<file path="config.mk">
export PLATFORM = sky130hd
export DESIGN_NAME = bank_port_arbiter
export DESIGN_NICKNAME = d
export VERILOG_FILES = /design/src/rtl/bank_port_arbiter.sv
export SDC_FILE = /design/constraint.sdc
export NUM_CORES = 1
export LEC_CHECK = 0
export CAP_MARGIN = 20
export CORE_UTILIZATION = 37
export CTS_CLUSTER_DIAMETER = 40
export DETAILED_ROUTE_END_ITERATION = 10
export PLACE_DENSITY_LB_ADDON = 0.05
export REMOVE_ABC_BUFFERS = 1
export SETUP_SLACK_MARGIN = 0.05
export SLEW_MARGIN = 20
export SYNTH_ARGS = -nofsm -noshare
export SYNTH_HDL_FRONTEND = slang
export SYNTH_SLANG_ARGS = --single-unit
</file>
<file path="constraint.sdc">
create_clock -name clk -period 1.8 [get_ports clk]
set_clock_uncertainty 0.15 [all_clocks]
set_input_delay 0.27 -clock clk [delete_from_list [all_inputs] [get_ports clk]]
set_output_delay 0.27 -clock clk [all_outputs]
set_load 0.01 [all_outputs]
</file>
<file path="src/rtl/bank_port_arbiter.sv">
// bank_port_arbiter: round-robin owner of the shared memory bank request port.
// Define ARB_TIMEOUT_EN to force release of a BUSY bank after TIMEOUT cycles.
module bank_port_arbiter #(
    parameter int NUM_REQ = 4,
    parameter int PKT_W   = 16,
    parameter int TIMEOUT = 255
) (
    input  logic                          clk,
    input  logic                          reset,
    input  logic [NUM_REQ-1:0]            req,
    input  logic [NUM_REQ-1:0]            pkt_valid_in,
    input  logic [NUM_REQ*PKT_W-1:0]      pkt_in,
    input  logic                          mem_done,
    output logic [NUM_REQ-1:0]            grant,
    output logic [$clog2(NUM_REQ)-1:0]    grant_id,
    output logic                          mem_pkt_valid,
    output logic [PKT_W-1:0]              mem_pkt,
    output logic                          bank_busy,
    output logic                          proto_err,
    output logic [15:0]                   grant_cnt
`ifdef ARB_TIMEOUT_EN
    ,
    output logic                          timeout_err
`endif
);
    localparam int IW = $clog2(NUM_REQ);

    typedef enum logic [1:0] {IDLE, GRANT, BUSY} state_t;

    state_t        state;
    logic [IW-1:0] ptr;
    logic [IW-1:0] win;
    logic          found;
`ifdef ARB_TIMEOUT_EN
    logic [7:0]    busy_cnt;
`endif

    // First requester above the last winner, wrapping around.
    always_comb begin
        win   = '0;
        found = 1'b0;
        for (int k = 1; k <= NUM_REQ; k++) begin
            if (!found && req[(int'(ptr) + k) % NUM_REQ]) begin
                found = 1'b1;
                win   = IW'((int'(ptr) + k) % NUM_REQ);
            end
        end
    end

    always_ff @(posedge clk) begin
        if (reset) begin
            state         <= IDLE;
            ptr           <= IW'(NUM_REQ - 1);
            grant         <= '0;
            grant_id      <= '0;
            mem_pkt_valid <= 1'b0;
            mem_pkt       <= '0;
            bank_busy     <= 1'b0;
            proto_err     <= 1'b0;
            grant_cnt     <= '0;
`ifdef ARB_TIMEOUT_EN
            busy_cnt      <= '0;
            timeout_err   <= 1'b0;
`endif
        end else begin
            grant         <= '0;
            mem_pkt_valid <= 1'b0;
            case (state)
                IDLE: if (found) begin
                    grant     <= NUM_REQ'(1) << win;
                    grant_id  <= win;
                    ptr       <= win;
                    grant_cnt <= (grant_cnt == 16'hFFFF) ? grant_cnt : grant_cnt + 16'd1;
                    bank_busy <= 1'b1;
                    state     <= GRANT;
                end
                GRANT: if (pkt_valid_in[grant_id]) begin
                    mem_pkt       <= pkt_in[int'(grant_id)*PKT_W +: PKT_W];
                    mem_pkt_valid <= 1'b1;
`ifdef ARB_TIMEOUT_EN
                    busy_cnt      <= '0;
`endif
                    state         <= BUSY;
                end else begin
                    proto_err <= 1'b1;
                    bank_busy <= 1'b0;
                    state     <= IDLE;
                end
                BUSY: if (mem_done) begin
                    bank_busy <= 1'b0;
                    state     <= IDLE;
`ifdef ARB_TIMEOUT_EN
                end else if (busy_cnt == 8'(TIMEOUT - 1)) begin
                    timeout_err <= 1'b1;
                    bank_busy   <= 1'b0;
                    state       <= IDLE;
                end else begin
                    busy_cnt <= busy_cnt + 8'd1;
`endif
                end
                default: begin
                    bank_busy <= 1'b0;
                    state     <= IDLE;
                end
            endcase
        end
    end
endmodule

</file>
# Yosys cells after proc, flatten, opt, wreduce, memory -nomap -nowiden
# Index checks and enable logic that the tools add are counted.
[word_totals]
ff_bits = 45
inputBits = 75
output_inout_bits = 41
[op_classes]
add_sub_neg = 5
order_cmp = 5
n_eq_ne = 6
shift = 2
n_mux = 31
n_bitwise = 9
n_reduce_logical = 19
[ops]
columns = ["operator", "n"]
rows = [
  ["variable part select 64 x 7 -> 16 bit", 1],
  ["two-way mux 1 bit", 17],
  ["adder 16 x 1 -> 16 bit (second input constant)", 1],
  ["equality test 16 bit (second input constant)", 1],
  ["< comparator 3 x 4 -> 1 bit (second input constant)", 4],
  ["two-way mux 2 bit", 7],
  ["binary-select mux 1 bit (select 2 bit)", 5],
  ["OR reduction 2 bit", 5],
  ["AND reduction 2 bit", 4],
  ["!= test 2 bit (second input constant)", 3],
  ["case mux 2 bit (3 select lines)", 1],
  ["AND reduction 3 bit", 2],
  ["inverter 1 bit", 5],
  ["adder 2 x 1 -> 2 bit (second input constant)", 2],
  ["adder 2 bit (second input constant)", 2],
  ["AND 1 bit (first input constant)", 4],
  ["<< shifter 1 x 2 -> 4 bit (first input constant)", 1],
  ["logical AND 1 bit", 3],
  ["logical NOT 1 bit", 3],
  ["< comparator 2 x 3 -> 1 bit (second input constant)", 1],
  ["case mux 1 bit (3 select lines)", 1],
  ["OR reduction 3 bit", 1],
  ["equality test 2 x 1 -> 1 bit (second input constant)", 1],
  ["equality test 2 bit (second input constant)", 1],
  ["logical NOT 2 bit", 1],
]

# Logic depth before layout (Yosys ltp)
[logic_depth]
depth_word = 18
depth_mapped = 7
mapped_depth_nobuf = 5

# Least setup slack after synthesis
# Ideal clock, no wire load.
[synth_timing]
kind = "register -> register"
startpoint = "reg grant_id[0]"
endpoint = "reg mem_pkt[4]"
setup_time_ns = 0.132
arrival_time_ns = 1.606
setup_slack_ns = -0.088
stages_incl_launch_ff = 8
path_buffers = 3
path_cell_list = "dfxtp_1 buf_6 mux4_2 and3b_1 buf_6 buf_6 nand2_1 a21oi_1"
[synth_between]
elab_chain_len = 3
[synth_lines]
columns = ["element", "line_no", "rtl"]
rows = [
  ["start, declared", "15", "output logic [$clog2(NUM_REQ)-1:0] grant_id,"],
  ["start signal, assigned", "71", "grant_id <= win;"],
  ["branches (longest 3 deep; another with variable part select 64 x 7 -> 16 bit)", "n/a", ""],
  ["end signal, assigned", "78", "mem_pkt <= pkt_in[int'(grant_id)*PKT_W +: PKT_W];"],
  ["end, declared", "17", "output logic [PKT_W-1:0] mem_pkt,"],
]
# Parallel ways; which one is timed is not known. The select of a mux whose other input is x is not followed.
# A chain may end at the register's enable or synchronous reset.

# Worst setup path in the final report
[layout_timing]
startpoint = "in req[3]"
endpoint = "reg grant_cnt[15]"
[layout_between]
elab_chain_len = 14
[layout_lines]
columns = ["element", "line_no", "rtl"]
rows = [
  ["start, declared", "10", "input logic [NUM_REQ-1:0] req,"],
  ["binary-select mux 1 bit (select 2 bit)", "43", "if (!found && req[(int'(ptr) + k) % NUM_REQ]) begin"],
  ["two-way mux 1 bit (implied by the code) (2 in series)", "43", ""],
  ["two-way mux 1 bit", "43", ""],
  ["logical NOT 1 bit", "43", ""],
  ["logical AND 1 bit", "43", ""],
  ["two-way mux 1 bit", "43", ""],
  ["logical NOT 1 bit", "43", ""],
  ["logical AND 1 bit", "43", ""],
  ["two-way mux 1 bit", "43", ""],
  ["logical NOT 1 bit", "43", ""],
  ["logical AND 1 bit", "43", ""],
  ["two-way mux 1 bit *", "43", ""],
  ["AND reduction 3 bit (no source line) *", "n/a", ""],
  ["end signal, assigned", "73", "grant_cnt <= (grant_cnt == 16'hFFFF) ? grant_cnt : grant_cnt + 16'd1;"],
  ["end, declared", "20", "output logic [15:0] grant_cnt"],
]
# Mark *: on every way between the ends. The rest lies on a longest branch, timed or not. The select of a mux whose other input is x is not followed.

==> results_dict.tcl <==
set metrics [dict create \
    status "finished, final reports clean" \
    grt_pass1_wl_mm 11.2 \
    final_common_cell "clkdlybuf4s50_1" \
    fin_cells 485 \
    drt_iter0_markers 52 \
    via_per_inst 5.22 \
    core_um2 6350 \
    yosys_warnings 0 \
    p_clk_frac 0.278 \
    grt_start_max_net_pins 32 \
    fin_util 0.672 \
    insertedDiodeCount 0 \
    ys_seq_area_frac 0.369 \
    antenna_found_initial 0 \
    placed_cells 468 \
    dieArea_um2 6920 \
    critical_path.max_fanout 8 \
    post-route-period-util 0.961 \
    dp_hpwl_mm 5.09 \
    ys_types 47 \
    drv_cap 0 \
    dieWidth_um 83.2 \
    power.switching_mw 0.740 \
    arrival_ps 1770 \
    min_period_ps 1730 \
    cts_max_level 2 \
    area_growth_pct 74.8 \
    finalMaxSlewViolations 0 \
    p_seq_frac 0.406 \
    relSlewSlack 0.726 \
    clk_pin_slew_worst_paths_ps 90 \
    avgSynthCellArea_um2 9.61 \
    grt_usage 0.199 \
    cts_buffers 5 \
    grt_pass1_vias 2531 \
    grt-ovfl-total 0 \
    cts_root_buf "clkbuf_8" \
    end_kind "flip-flop" \
    vias 2534 \
    whs_ps 306 \
    syn_area_um2 2440 \
    portBuffers 115 \
    switching_share 0.267 \
    dp_slack_ps -381 \
    ant_nets 0 \
    cts.path.max_buffers 2 \
    startpoint_type "input pin" \
    p_comb_frac 0.316 \
    mostFrequentLayoutCells "101 x clkdlybuf4s50_1, 45 x nand2_1, 38 x buf_4, 33 x dfxtp_1, 27 x a21oi_1" \
    cts_tree "yes" \
    ys_ff_latch 45 \
    synth_edf_count 0 \
    nFillCells 544 \
    timing.fmax_mhz 578 \
    cts.sinks 45 \
    initial_utilization 0.384 \
    rsz0062_at_grt "true" \
    hp-class "reg -> reg" \
    async_flop_share 0 \
    finalHoldViolCount 0 \
    irDropWorstVdd_v 0.000545 \
    synthFlopType "dfxtp_1" \
    wl_mm 6.84 \
    nNetsFinal 483 \
    num_rows 29 \
    tns_ps 0 \
    clk-insertion-delay-late_ps 300 \
    place.gp.congestion 0.800 \
    drt_pass1_iterations 4 \
    power_leakage_nw 1.69 \
    layout-drive-gt1-share 0.260 \
    rrSetupSlack_ps 90 \
    intPower_mw 2.03 \
    criticalPathCategory "in -> reg" \
    die_h_um 83.2 \
    drc 0 \
    setup_ws_ps 69.7 \
    synthCells 254 \
    p_per_area_nw_per_um2 651 \
    tightest_slew_ps 407 \
    io_pins 116 \
    setup_viol 0 \
    wl_per_cell_um 14.1 \
    crit_required_ps 1840 \
]
-- synthesized netlist by cell type (2+ instances only) --
cell type | number | area (um^2)
nor2b_1 | 7 | 43.8
mux2i_1 | 2 | 20.0
o41ai_1 | 2 | 17.5
nand4_4 | 3 | 63.8
and2_1 | 3 | 18.8
dfxtp_1 | 45 | 901
nor4_1 | 5 | 31.3
a21oi_1 | 28 | 140
inv_1 | 4 | 15.0
or3_1 | 5 | 31.3
nand2_1 | 45 | 169
or4_1 | 4 | 30.0
a21o_1 | 2 | 15.0
a211oi_1 | 2 | 15.0
buf_6 | 3 | 33.8
nand3_1 | 9 | 45.0
o21bai_1 | 2 | 15.0
o311ai_0 | 2 | 17.5
clkbuf_1 | 7 | 26.3
nand2b_1 | 3 | 18.8
o31ai_1 | 6 | 45.0
buf_4 | 2 | 15.0
nor2_1 | 16 | 60.1
nor3b_1 | 2 | 15.0
mux4_2 | 14 | 315
o21ai_0 | 3 | 15.0
mux4_1 | 3 | 78.8
nand3b_1 | 2 | 15.0
mux2_2 | 4 | 45.0
nand4_1 | 2 | 12.5
-- cell type report --
type	count	area, um^2	share of cell area
Clock buffer	5	68.8	0.0161
Tap cell	77	96.3	0.0226
Sequential cell	45	923	0.216
Inverter	4	15.0	0.00352
Clock inverter	3	46.3	0.0109
Timing Repair Buffer	159	1560	0.365
Multi-Input combinational cell	192	1560	0.366
-- sequential cells by signal (all words and copies together) (netlist names) --
name	count
grant_id	2
state	2
grant	4
bank_busy	1
ptr	2
mem_pkt_valid	1
grant_cnt	16
mem_pkt	16
proto_err	1
-- through the flow --
| stage | instance area [um^2] | total power, mW |
|---|---|---|
| floorplan | 2350 | 1.51 |
| global placement | 3920 | 2.00 |
| detailed placement | 3920 | 2.00 |
| CTS | 4080 | 2.79 |
| global route | 4270 | 2.93 |
| finish | 4270 | 2.78 |
-- path summary, 6_finish.rpt --
kind | startpoint | to | cells past startpoint
worst max register to register | grant_cnt[0] | grant_cnt[7] | 6
worst min-delay path | mem_pkt[3] | mem_pkt[3] | 2
worst max-delay path | req[3] | grant_cnt[15] | 6
worst min register to register | mem_pkt[3] | mem_pkt[3] | 2
-- critical path, stage by stage --
cell,delay [ps]
clkdlybuf4s50_1,420
or4_4,430
buf_8,160
nand4_4,130
nor4_4,50
mux2_4,300
-- power by group through the flow --
stage / combinational, mW / clock [mW] / sequential [mW]
6_report: 0.877 / 0.773 / 1.13
5_1_grt: 0.957 / 0.830 / 1.14
3_5_place_dp: 0.861 / 0 / 1.14
3_3_place_gp: 0.856 / 0 / 1.14
4_1_cts: 0.868 / 0.797 / 1.12
2_1_floorplan: 0.307 / 0 / 1.20
-- per-layer routing --
metal,share of wire,global-route usage,vias to the layer above
li1,-,-,1246
met1,0.43,0.241,1188
met2,0.50,0.351,88
met3,0.051,0.0398,12
met4,0.023,0.0705,0
met5,0,0,-
-- what timing repair did --
item	4_1_cts	5_1_grt
setup buffers	1	7
pin swaps	1	6
gates cloned	0	1
hold endpoints to repair	0	0
gates resized for setup	20	33
hold buffers	0	0
setup endpoints to repair	45	37
-- cell families (layout without fill, tap and decap cells) --
logic type | count (synthesis) | count (layout) | share of synthesized area
DFF | 45 | 45 | 0.369
AOI/OAI and AO/OA | 50 | 50 | 0.125
muxes | 24 | 24 | 0.194
adders and majority gates | 1 | 1 | 0.00513
and+or+nand+nor | 116 | 117 | 0.265
buffers and inverters | 18 | 171 | 0.0410
Note: power is estimated with default switching activity, not from simulation.
